### src/rtl/serial_rx_unit.sv
// serial_rx_unit: 8N1 UART receiver with receive FIFO for the console path.
// Ports: clk, negResetIn (sync, active-low), rxd (async line, idle high),
//   serialRE (pop), serialReadData/serialReadValid (popped byte, 1-cycle
//   pulse), rxNotEmpty, rxCount (occupancy), rxOverrun/frameError/
//   parityError (sticky), errorClear (clears all sticky flags).
// Option: define RSD_SERIAL_RX_PARITY_EN for an even-parity bit
//   (11-bit frame); otherwise parityError is tied to 0.
module serial_rx_unit #(
  parameter int CLKS_PER_BIT = 543,
  parameter int FIFO_DEPTH   = 16,
  parameter int DATA_WIDTH   = 8
) (
  input  logic                            clk,
  input  logic                            negResetIn,
  input  logic                            rxd,
  input  logic                            serialRE,
  output logic [DATA_WIDTH-1:0]           serialReadData,
  output logic                            serialReadValid,
  output logic                            rxNotEmpty,
  output logic [$clog2(FIFO_DEPTH+1)-1:0] rxCount,
  output logic                            rxOverrun,
  output logic                            frameError,
  output logic                            parityError,
  input  logic                            errorClear
);

  localparam int TW = $clog2(CLKS_PER_BIT + 1);
  localparam int BW = (DATA_WIDTH > 1) ? $clog2(DATA_WIDTH) : 1;
  localparam int PW = (FIFO_DEPTH > 1) ? $clog2(FIFO_DEPTH) : 1;
  localparam int CW = $clog2(FIFO_DEPTH + 1);

  localparam logic [TW-1:0] FULL_T   = TW'(CLKS_PER_BIT);
  localparam logic [TW-1:0] HALF_T   = TW'(CLKS_PER_BIT / 2);
  localparam logic [BW-1:0] LAST_BIT = BW'(DATA_WIDTH - 1);
  localparam logic [CW-1:0] DEPTH_C  = CW'(FIFO_DEPTH);

  typedef enum logic [2:0] {
    S_IDLE,
    S_START,
    S_DATA,
    S_PARITY,
    S_STOP,
    S_BREAK
  } state_e;

  // ---------------- input synchronizer ----------------
  logic rx_meta_q;
  logic rxs_q;

  always_ff @(posedge clk) begin
    if (!negResetIn) begin
      rx_meta_q <= 1'b1;
      rxs_q     <= 1'b1;
    end else begin
      rx_meta_q <= rxd;
      rxs_q     <= rx_meta_q;
    end
  end

  // ---------------- receive FSM ----------------
  state_e                state_q;
  logic [TW-1:0]         timer_q;
  logic [BW-1:0]         bit_q;
  logic [DATA_WIDTH-1:0] shift_q;
  logic                  push_q;
  logic [DATA_WIDTH-1:0] push_data_q;
  logic                  fe_set_q;
  logic                  expire;

  // Timer is loaded with the interval length and expires on its
  // last cycle, so a load of N spends exactly N cycles in the state.
  assign expire = (timer_q == TW'(1));

`ifdef RSD_SERIAL_RX_PARITY_EN
  logic par_bad_q;
  logic pe_set_q;
`endif

  always_ff @(posedge clk) begin
    if (!negResetIn) begin
      state_q     <= S_IDLE;
      timer_q     <= '0;
      bit_q       <= '0;
      shift_q     <= '0;
      push_q      <= 1'b0;
      push_data_q <= '0;
      fe_set_q    <= 1'b0;
`ifdef RSD_SERIAL_RX_PARITY_EN
      par_bad_q   <= 1'b0;
      pe_set_q    <= 1'b0;
`endif
    end else begin
      push_q   <= 1'b0;
      fe_set_q <= 1'b0;
`ifdef RSD_SERIAL_RX_PARITY_EN
      pe_set_q <= 1'b0;
`endif
      unique case (state_q)
        S_IDLE: begin
          if (!rxs_q) begin
            state_q <= S_START;
            timer_q <= HALF_T;
          end
        end
        S_START: begin
          if (expire) begin
            if (rxs_q) begin
              // Line back high at mid start bit: glitch.
              state_q <= S_IDLE;
            end else begin
              state_q <= S_DATA;
              timer_q <= FULL_T;
              bit_q   <= '0;
            end
          end else begin
            timer_q <= timer_q - TW'(1);
          end
        end
        S_DATA: begin
          if (expire) begin
            shift_q <= {rxs_q, shift_q[DATA_WIDTH-1:1]};
            timer_q <= FULL_T;
            if (bit_q == LAST_BIT) begin
`ifdef RSD_SERIAL_RX_PARITY_EN
              state_q <= S_PARITY;
`else
              state_q <= S_STOP;
`endif
            end else begin
              bit_q <= bit_q + BW'(1);
            end
          end else begin
            timer_q <= timer_q - TW'(1);
          end
        end
`ifdef RSD_SERIAL_RX_PARITY_EN
        S_PARITY: begin
          if (expire) begin
            // Even parity: data bits plus parity bit XOR to 0.
            par_bad_q <= (^shift_q) ^ rxs_q;
            pe_set_q  <= (^shift_q) ^ rxs_q;
            state_q   <= S_STOP;
            timer_q   <= FULL_T;
          end else begin
            timer_q <= timer_q - TW'(1);
          end
        end
`endif
        S_STOP: begin
          if (expire) begin
            if (rxs_q) begin
`ifdef RSD_SERIAL_RX_PARITY_EN
              push_q <= !par_bad_q;
`else
              push_q <= 1'b1;
`endif
              push_data_q <= shift_q;
              state_q     <= S_IDLE;
            end else begin
              fe_set_q <= 1'b1;
              state_q  <= S_BREAK;
            end
          end else begin
            timer_q <= timer_q - TW'(1);
          end
        end
        S_BREAK: begin
          // Held-low line: wait for idle so only one error is flagged.
          if (rxs_q) begin
            state_q <= S_IDLE;
          end
        end
        default: begin
          state_q <= S_IDLE;
        end
      endcase
    end
  end

  // ---------------- receive FIFO ----------------
  logic [DATA_WIDTH-1:0] mem_q [FIFO_DEPTH];
  logic [PW-1:0]         head_q;
  logic [PW-1:0]         head_d;
  logic [PW-1:0]         tail_q;
  logic [PW-1:0]         tail_d;
  logic [CW-1:0]         count_q;
  logic [CW-1:0]         count_d;
  logic [DATA_WIDTH-1:0] data_q;
  logic                  valid_q;
  logic                  nempty_q;
  logic                  pop;
  logic                  full;
  logic                  wr;
  logic                  ovr;

  always_comb begin
    pop     = serialRE && (count_q != '0);
    full    = (count_q == DEPTH_C);
    // A pop in the same cycle frees the slot for a push into a full FIFO.
    wr      = push_q && (!full || pop);
    ovr     = push_q && full && !pop;
    head_d  = head_q;
    tail_d  = tail_q;
    count_d = count_q;
    if (pop) begin
      head_d = head_q + PW'(1);
    end
    if (wr) begin
      tail_d = tail_q + PW'(1);
    end
    count_d = count_q + CW'(wr) - CW'(pop);
  end

  always_ff @(posedge clk) begin
    if (wr) begin
      mem_q[tail_q] <= push_data_q;
    end
  end

  always_ff @(posedge clk) begin
    if (!negResetIn) begin
      head_q   <= '0;
      tail_q   <= '0;
      count_q  <= '0;
      nempty_q <= 1'b0;
      data_q   <= '0;
      valid_q  <= 1'b0;
    end else begin
      head_q   <= head_d;
      tail_q   <= tail_d;
      count_q  <= count_d;
      nempty_q <= (count_d != '0);
      valid_q  <= pop;
      if (pop) begin
        data_q <= mem_q[head_q];
      end
    end
  end

  // ---------------- sticky error flags ----------------
  logic ovr_q;
  logic fe_q;

  // Set wins over a simultaneous clear.
  always_ff @(posedge clk) begin
    if (!negResetIn) begin
      ovr_q <= 1'b0;
      fe_q  <= 1'b0;
    end else begin
      ovr_q <= ovr | (ovr_q & ~errorClear);
      fe_q  <= fe_set_q | (fe_q & ~errorClear);
    end
  end

`ifdef RSD_SERIAL_RX_PARITY_EN
  logic pe_q;

  always_ff @(posedge clk) begin
    if (!negResetIn) begin
      pe_q <= 1'b0;
    end else begin
      pe_q <= pe_set_q | (pe_q & ~errorClear);
    end
  end

  assign parityError = pe_q;
`else
  assign parityError = 1'b0;
`endif

  assign serialReadData  = data_q;
  assign serialReadValid = valid_q;
  assign rxNotEmpty      = nempty_q;
  assign rxCount         = count_q;
  assign rxOverrun       = ovr_q;
  assign frameError      = fe_q;

endmodule

### config.mk
export PLATFORM = sky130hd
export DESIGN_NAME = serial_rx_unit
export DESIGN_NICKNAME = d
export VERILOG_FILES = /design/src/rtl/serial_rx_unit.sv
export SDC_FILE = /design/constraint.sdc
export NUM_CORES = 1
export LEC_CHECK = 0
export BUFFER_PORTS_ARGS = -buffer_cell sky130_fd_sc_hd__buf_2
export CAP_MARGIN = 5
export CELL_PAD_IN_SITES_DETAIL_PLACEMENT = 0
export CELL_PAD_IN_SITES_GLOBAL_PLACEMENT = 1
export CORE_ASPECT_RATIO = 0.8
export CORE_UTILIZATION = 55
export CTS_CLUSTER_SIZE = 25
export DETAILED_ROUTE_END_ITERATION = 8
export HOLD_SLACK_MARGIN = 0.1
export PLACE_DENSITY = 0.84
export SLEW_MARGIN = 25
export SYNTH_ARGS = -nofsm -noshare
export SYNTH_HDL_FRONTEND = slang
export SYNTH_SLANG_ARGS = --single-unit
export TNS_END_PERCENT = 20
### constraint.sdc
create_clock -name clk -period 7.6 [get_ports clk]
set_clock_uncertainty 0.1 [all_clocks]
set_input_delay 0.38 -clock clk [delete_from_list [all_inputs] [get_ports clk]]
set_output_delay 0.38 -clock clk [all_outputs]
set_load 0.03 [all_outputs]
==> results of run 1 <==
-- synthesized netlist by cell type, types with 6 or more instances --
cell	n	share of area [%]
edfxtp_1	128	50
nand2b_1	6	0.49
o21ai_0	12	0.78
nor3_1	8	0.52
and2_1	7	0.57
nand2_1	34	1.7
buf_2	8	0.52
clkbuf_1	16	0.78
a21oi_1	43	2.8
mux4_2	32	9.3
mux2_2	8	1.2
dfxtp_1	61	16
ha_1	14	2.3
mux2i_1	17	2.2
xor2_1	7	0.80
nor2_1	49	2.4
xnor2_1	6	0.68
inv_1	15	0.73
or3_1	6	0.49
-- per-layer routing --
| layer | vias up | routed length (um) | global-route usage (%) | share of wire (%) |
|---|---|---|---|---|
| li1 | 2014 | - | - | - |
| met1 | 2060 | 6470 | 30.0 | 46 |
| met2 | 113 | 6530 | 32.6 | 47 |
| met3 | 17 | 813 | 4.94 | 5.8 |
| met4 | 0 | 173 | 7.95 | 1.2 |
| met5 | - | 0 | 0 | 0 |
-- state kept, by name (all words and copies together) (netlist names), 3 cells and up --
name	count
rxCount	5
tail_q	4
head_q	4
state_q	3
bit_q	3
serialReadData	8
shift_q	8
timer_q	10
mem_q	128
push_data_q	8
-- logic make-up after synthesis --
group / synth area share (%)
AO/OA/AOI/OAI: 6.02
flip-flops: 65.7
buffers and inverters: 2.56
XOR/XNOR: 1.48
multiplexers: 12.7
AND/OR/NAND/NOR: 8.94
other: 0.0486
adder cells (fa/ha/maj): 2.53
-- cell type report --
class / instances / share of cell area [%]
Multi-Input combinational cell: 298 / 28.9
Clock buffer: 27 / 6.52
Sequential cell: 189 / 59.3
Clock inverter: 5 / 0.293
Inverter: 16 / 0.704
Timing Repair Buffer: 25 / 1.61
Tap cell: 180 / 2.64
-- stage by stage --
| step | instances | area, um^2 | utilization [%] |
|---|---|---|---|
| 4_1_cts | 740 | 8530 | 62.7 |
| 2_1_floorplan | 532 | 7710 | - |
| 3_3_place_gp | 707 | 7930 | 58.3 |
| 5_1_grt | 740 | 8540 | 62.8 |
| 3_5_place_dp | 707 | 7940 | 58.4 |
| 6_report | 740 | 8540 | 62.8 |
-- critical path: cells and delay by family (launching register included) --
family / cells / cell delay [ps]
AO/OA/AOI/OAI: 5 / 930
adder cells (fa/ha/maj): 3 / 790
buffers and inverters: 1 / 80
XOR/XNOR: 1 / 200
AND/OR/NAND/NOR: 3 / 820
flip-flops: 1 / 320
-- power groups by stage --
| stage | logic, mW | clock network [mW] | registers, mW |
|---|---|---|---|
| floorplan | 0.353 | 0 | 1.22 |
| global placement | 0.496 | 0 | 1.17 |
| detailed placement | 0.505 | 0 | 1.17 |
| CTS | 0.508 | 0.871 | 1.15 |
| global route | 0.554 | 0.913 | 1.16 |
| finish | 0.503 | 0.857 | 1.15 |
-- worst paths after layout --
check	depth (start not counted)	slack (ps)	to
worst max register to register	13	4240	rxNotEmpty
worst min-delay path	4	170	frameError
worst max-delay path	13	4240	rxNotEmpty
worst min register to register	1	330	rxs_q
-- repair_timing --
action / in CTS / in global routing
buffers inserted: 0 / 0
endpoints found under the hold margin: 1 / 0
hold buffers: 1 / 0
==> qor.csv, run 1 <==
metric,value,unit
WL final,14000,um
crit path kind,flip-flop to flip-flop,
PortBufs,21,
Tot Pwr,2.51,mW
Post-Route Setup TNS,0,ps
syn avg cell area,14.5,um^2
total grt overflow,0,
sequential cell area fraction in the yosys report,65.7,%
Peak Freq,298,MHz
gr usage total,21.3,%
cell area power density,294,nW/um^2
Hold Fails Final Rpt,0,
largest net degree at the start of global routing,36,
critical path's largest stage delay,490,ps
max-cap violation count,0,
Sequential Power Share,45.9,%
Slew @ Worst Pin,989,ps
TritonCTS Buffers,17,
ratio of cells with drive above 1 in the final layout,20.0,%
Syn Nets,552,
first-pass GRT wire length,22300,um
Post-Synthesis Cells,532,
Reg-to-Reg Start,rxCount[3],
synth unique cells,56,
TritonRoute pass-1 iters,5,
Clk pwr share,34.1,%
placer congestion estimate,0.791,
combinational fraction of design power,20.0,%
IO Pins,23,
post-CTS resize count,0,
Clock Pin Slew Worst Setup and Hold Paths,60,ps
RSZ-0062 raised after global routing,false,
H-tree levels,4,
pins over their slew limit,0,
vias in the first global route,4096,
CP max FO,23,
multi-input logic area,2470,um^2
DR DRC count,0,
Post-synth EDFFs,128,
DP Worst Slack,4260,ps
CTS Sinks,189,
min-delay src,errorClear,
relative slew slack,33.7,%
die area,14500,um^2
vias after detailed routing,4204,
clk_lat worst skew,430,ps
Seq cells post-synth,189,
final worst-path cycle share,44.2,%
initial DRC count,417,
cell-internal power,1.84,mW
synthesis-to-finish area growth,10.7,%
"most common cell after layout, fill and taps aside",edfxtp_1,
Leak Pwr,2.93,nW
Worst Setup Start Kind,flip-flop,
final hold slack,166,ps
Post-DP HPWL,9300,um
Worst setup EP type,flip-flop,
filler instances,1018,
Psw,0.669,mW
Async SR Flop Fraction,0,%
drt via density,5.68,
Routed Antenna Nets,0,
VDD IR-drop max,0.228,mV
Final nets,567,
initial antenna violation count,0,
Final setup violation count,0,
final setup margin,4240,ps
Hold/Removal Path Class,primary input to flip-flop,
status,completed,
Required @ worst endpoint,7830,ps
Worst Setup SP,rxCount[3],
storage element area,5060,um^2
"Top FF cell, synth",edfxtp_1,
Starting Density,56.7,%
core area,13600,um^2
Die Span Y,108,um
ANT cells,0,
sw frac,26.6,%
Max Root-Sink Buffers,2,
"commonest cells after routing, fill and taps aside","edfxtp_1, dfxtp_1, nor2_1",
critical path's slowest cell,or3b_2,
die width,134,um
Tmin final,3360,ps
Ys Warns,0,
Root Buffer,clkbuf_16,
CTS tree,yes,
CP cell instances,inv_1 > ha_1 > or3b_2 > o21a_1 > nand2b_1 > o21ai_0 > ha_1 > fa_1 > a21oi_1 > o21bai_1 > xnor2_1 > nor2_1 > a21oi_1,
critical path arrival,3590,ps
Wirelength per Cell,18.9,um
Mapped Area,7710,um^2
num rows,38,
No activity file was read; power rests on OpenSTA's default activity.
==> inputs of run 2 (changes only) <==
--- a/config.mk
+++ b/config.mk
@@ -10,11 +10,11 @@
 export CELL_PAD_IN_SITES_DETAIL_PLACEMENT = 0
 export CELL_PAD_IN_SITES_GLOBAL_PLACEMENT = 1
 export CORE_ASPECT_RATIO = 0.8
-export CORE_UTILIZATION = 55
+export CORE_UTILIZATION = 52
 export CTS_CLUSTER_SIZE = 25
 export DETAILED_ROUTE_END_ITERATION = 8
 export HOLD_SLACK_MARGIN = 0.1
-export PLACE_DENSITY = 0.84
+export PLACE_DENSITY = 0.8
 export SLEW_MARGIN = 25
 export SYNTH_ARGS = -nofsm -noshare
 export SYNTH_HDL_FRONTEND = slang
==> constraint.sdc (replaced) <==
create_clock -name clk -period 3.2 [get_ports clk]
set_clock_uncertainty 0.1 [all_clocks]
set_input_delay 0.16 -clock clk [delete_from_list [all_inputs] [get_ports clk]]
set_output_delay 0.16 -clock clk [all_outputs]
set_load 0.03 [all_outputs]
==> run 2 against run 1 <==
Against the previous run: the flow now finishes with violations (design-rule violations); register-to-register slack worse by 4000 ps; clock power rose to 2.7 times the previous value; global-route usage down 1.1 points; critical path type unchanged; design area up 2.7%; combinational power up 140%; first-iteration DRC count down 32%; critical endpoint unchanged.
==> qor.csv, run 2 (synthesized netlist as in run 1, its figures left out) <==
metric,value,unit
largest net degree at the start of global routing,35,
Required @ worst endpoint,3450,ps
TritonRoute pass-1 iters,9,
Post-DP HPWL,9260,um
Hold/Removal Path Class,flip-flop to flip-flop,
Root Buffer,clkbuf_16,
area of placed instances,8040,um^2
Hold Fails Final Rpt,0,
Peak Freq,339,MHz
DR DRC count,5,
Starting Density,53.6,%
first-pass GRT wire length,23100,um
Worst Setup Start Kind,flip-flop,
WL final,14100,um
die area,15300,um^2
Post-Route Setup TNS,0,ps
CP cell instances,inv_1 > ha_1 > or3b_2 > o21a_1 > nand2b_1 > o21ai_0 > ha_1 > fa_1 > a21oi_1 > o21bai_1 > xnor2_1 > nor2_1 > a21oi_1,
Worst setup EP type,flip-flop,
multi-input logic area,2450,um^2
ratio of cells with drive above 1 in the final layout,21.8,%
Final nets,586,
Biggest register,mem_q,
ANT cells,0,
DP Worst Slack,266,ps
RSZ-0062 raised after global routing,false,
PortBufs,21,
Routed Antenna Nets,0,
clk_lat worst skew,430,ps
drt via density,5.70,
max reg flops,128,
Leak Pwr,3.05,nW
core area,14400,um^2
TritonCTS Buffers,17,
die width,138,um
cell area power density,714,nW/um^2
crit path kind,flip-flop to flip-flop,
critical path arrival,3200,ps
VDD IR-drop max,0.422,mV
placer congestion estimate,0.799,
gr usage total,20.2,%
pins over their slew limit,0,
vias in the first global route,4377,
Slew @ Worst Pin,727,ps
"commonest cells after routing, fill and taps aside","edfxtp_1, dfxtp_1, nor2_1",
H-tree levels,4,
storage element area,5060,um^2
IO Pins,23,
Final setup violation count,0,
Tmin final,2950,ps
total grt overflow,0,
failing checks,design-rule violations,
filler instances,1051,
status,"complete, but fails checks",
initial DRC count,283,
critical path's largest stage delay,470,ps
"most common cell after layout, fill and taps aside",edfxtp_1,
CP max FO,3,
synthesis-to-finish area growth,13.7,%
post-CTS resize count,0,
final setup margin,250,ps
initial antenna violation count,0,
final worst-path cycle share,92.2,%
Regs by FF count,"mem_q (128), timer_q (10)",
relative slew slack,51.3,%
max-cap violation count,0,
Die Span Y,111,um
Clock Pin Slew Worst Setup and Hold Paths,70,ps
vias after detailed routing,4346,
CTS Sinks,189,
design area,8770,um^2
final core utilization,60.9,%
CTS tree,yes,
critical path's slowest cell,or3b_2,
Wirelength per Cell,18.5,um
num rows,39,
Max Root-Sink Buffers,2,
## run 2: layout make-up
class	instances	share of cell area, %
well taps	184	2.63
flip-flops and latches	189	57.8
clock inverters	8	1.24
clock buffers	24	6.48
repair buffers	44	3.31
inverters	16	0.685
multi-input cells	298	27.9
## run 2: timing repair
action | 4_1_cts | 5_1_grt
endpoints found under the setup margin | 0 | 1
endpoints found under the hold margin | 20 | 0
hold buffers | 5 | 0
buffers inserted | 0 | 0
## run 2: worst max-delay path, delay by kind of cell, from the launching register on
kind	cells	cell delay [ps]
and+or+nand+nor	3	680
DFF	1	330
AOI/OAI and AO/OA	5	740
xor gates and xnor gates	1	170
adders and majority gates	3	780
buffers and inverters	1	80
## run 2: metal layers
layer | up-vias | part of all wire, % | track usage [%]
met5 | - | 0 | 0
met4 | 0 | 1.6 | 9.21
met3 | 19 | 5.0 | 3.59
met2 | 99 | 47 | 31.9
met1 | 2171 | 46 | 27.6
li1 | 2057 | - | -
## run 2: metrics by stage
stage	cells	hold slack, ps	power, mW
floorplan	532	133	3.74
global route	763	331	6.51
CTS	763	319	6.30
global placement	726	242	3.96
detailed placement	726	245	4.00
finish	763	315	6.27
## run 2: final timing paths
kind,cells past startpoint,startpoint,slack (ps),end
setup / recovery,13,rxCount[3],250,rxNotEmpty
hold reg to reg,1,rx_meta_q,320,rxs_q
setup reg to reg,13,rxCount[3],250,rxNotEmpty
hold / removal,1,rx_meta_q,320,rxs_q
## run 2: report_power, final
group	switching [mW]	total, mW	leakage [nW]	internal, mW
Sequential	0.0668	2.73	1.68	2.67
Clock	0.905	2.32	0.333	1.42
Combinational	0.678	1.21	1.03	0.531
==> inputs of run 3 (changes only) <==
--- a/config.mk
+++ b/config.mk
@@ -11,6 +11,7 @@
 export CELL_PAD_IN_SITES_GLOBAL_PLACEMENT = 1
 export CORE_ASPECT_RATIO = 0.8
 export CORE_UTILIZATION = 52
+export CTS_BUF_LIST = sky130_fd_sc_hd__clkbuf_16
 export CTS_CLUSTER_SIZE = 25
 export DETAILED_ROUTE_END_ITERATION = 8
 export HOLD_SLACK_MARGIN = 0.1
==> run 3 against run 2 <==
Against the previous run: total power decreased by 0.45%; final cell count unchanged; the flow still finishes with violations (design-rule violations); highest routed layer unchanged; via count increased by 0.14%; hold slack about the same; critical endpoint unchanged; first-iteration DRC count decreased by 3.5%; largest cell class unchanged.
==> qor.csv, run 3 (synthesized netlist as in run 1, its figures left out) <==
metric,value,unit
clk_lat worst skew,430,ps
die area,15300,um^2
Worst Setup Start Kind,flip-flop,
Final setup violation count,0,
Peak Freq,339,MHz
Leak Pwr,3.05,nW
Post-Route Setup TNS,0,ps
H-tree levels,4,
status,"complete, but fails checks",
TritonCTS Buffers,17,
CP cell instances,inv_1 > ha_1 > or3b_2 > o21a_1 > nand2b_1 > o21ai_0 > ha_1 > fa_1 > a21oi_1 > o21bai_1 > xnor2_1 > nor2_1 > a21oi_1,
Max Root-Sink Buffers,2,
Routed Antenna Nets,0,
Root Buffer,clkbuf_16,
vias in the first global route,4377,
Worst setup EP type,flip-flop,
Hold/Removal Path Class,flip-flop to flip-flop,
die width,138,um
Biggest register,mem_q,
initial antenna violation count,0,
VDD IR-drop max,0.423,mV
max-cap violation count,0,
ANT cells,0,
max reg flops,128,
gr usage total,20.2,%
Hold Fails Final Rpt,0,
placer congestion estimate,0.799,
Clock Pin Slew Worst Setup and Hold Paths,70,ps
initial DRC count,273,
Starting Density,53.6,%
Required @ worst endpoint,3450,ps
synthesis-to-finish area growth,13.6,%
Die Span Y,111,um
CP max FO,3,
core area,14400,um^2
"most common cell after layout, fill and taps aside",edfxtp_1,
Post-DP HPWL,9260,um
drt via density,5.70,
pins over their slew limit,0,
PortBufs,21,
cell area power density,712,nW/um^2
Regs by FF count,"mem_q (128), timer_q (10)",
failing checks,design-rule violations,
CTS Sinks,189,
DR DRC count,6,
Slew @ Worst Pin,727,ps
"commonest cells after routing, fill and taps aside","edfxtp_1, dfxtp_1, nor2_1",
Tmin final,2950,ps
critical path's largest stage delay,470,ps
final worst-path cycle share,92.2,%
critical path's slowest cell,or3b_2,
total grt overflow,0,
crit path kind,flip-flop to flip-flop,
TritonRoute pass-1 iters,7,
RSZ-0062 raised after global routing,false,
largest net degree at the start of global routing,35,
final core utilization,60.9,%
vias after detailed routing,4352,
critical path arrival,3200,ps
CTS tree,yes,
WL final,14100,um
Wirelength per Cell,18.5,um
Final nets,586,
relative slew slack,51.3,%
num rows,39,
IO Pins,23,
first-pass GRT wire length,23100,um
ratio of cells with drive above 1 in the final layout,21.8,%
==> run 3: cell types whose count changed in the layout (fill, tap and decap cells not counted), sizes merged <==
| cell | delta |
|---|---|
| inv | +2 |
| clkbuf | -2 |
==> run 3: worst paths after layout <==
| path | startpoint | end | slack, ps | cells after the start |
|---|---|---|---|---|
| worst max-delay path | rxCount[3] | rxNotEmpty | 250 | 13 |
| worst min-delay path | rx_meta_q | rxs_q | 320 | 1 |
| worst max register to register | rxCount[3] | rxNotEmpty | 250 | 13 |
| worst min register to register | rx_meta_q | rxs_q | 320 | 1 |
==> run 3: routing by layer <==
layer | track usage (%) | share of wire (%) | vias to the layer above
li1 | - | - | 2059
met1 | 27.6 | 47 | 2175
met2 | 31.9 | 47 | 99
met3 | 3.59 | 5.0 | 19
met4 | 9.21 | 1.6 | 0
met5 | 0 | 0 | -
==> run 3: area by class of cell <==
cell class	instances	area [um^2]
well taps	184	230
flip-flops and latches	189	5060
clock inverters	10	116
multi-input cells	298	2450
inverters	16	60.1
clock buffers	22	551
fillers	1054	5640
repair buffers	44	290
==> run 3: per-stage QoR <==
step	hold WS (ps)	setup slack (ps)	std cells	cell area (um^2)	total power, mW
floorplan	133	224	532	7710	3.74
global placement	242	400	726	8040	3.96
detailed placement	245	266	726	8040	4.00
CTS	319	234	763	8760	6.28
global route	331	20.6	763	8760	6.49
finish	315	249	763	8760	6.24
==> run 3: timing repair <==
| action | 4_1_cts | 5_1_grt |
|---|---|---|
| setup endpoints to repair | 0 | 1 |
| hold endpoints to repair | 20 | 0 |
| hold buffers | 5 | 0 |
| resized for setup | 0 | 0 |
| buffers inserted | 0 | 0 |
==> run 3: power breakdown <==
part | internal [mW] | total, mW | switching (mW)
clock network | 1.39 | 2.29 | 0.903
logic | 0.531 | 1.21 | 0.679
registers | 2.67 | 2.73 | 0.0667
==> run 3: critical path, delay by kind of cell, from the launching register on <==
family | cells | cell delay (ps)
buffers and inverters | 1 | 80
DFF | 1 | 330
and+or+nand+nor | 3 | 680
AOI/OAI and AO/OA | 5 | 740
adders and majority gates | 3 | 780
xor gates and xnor gates | 1 | 170
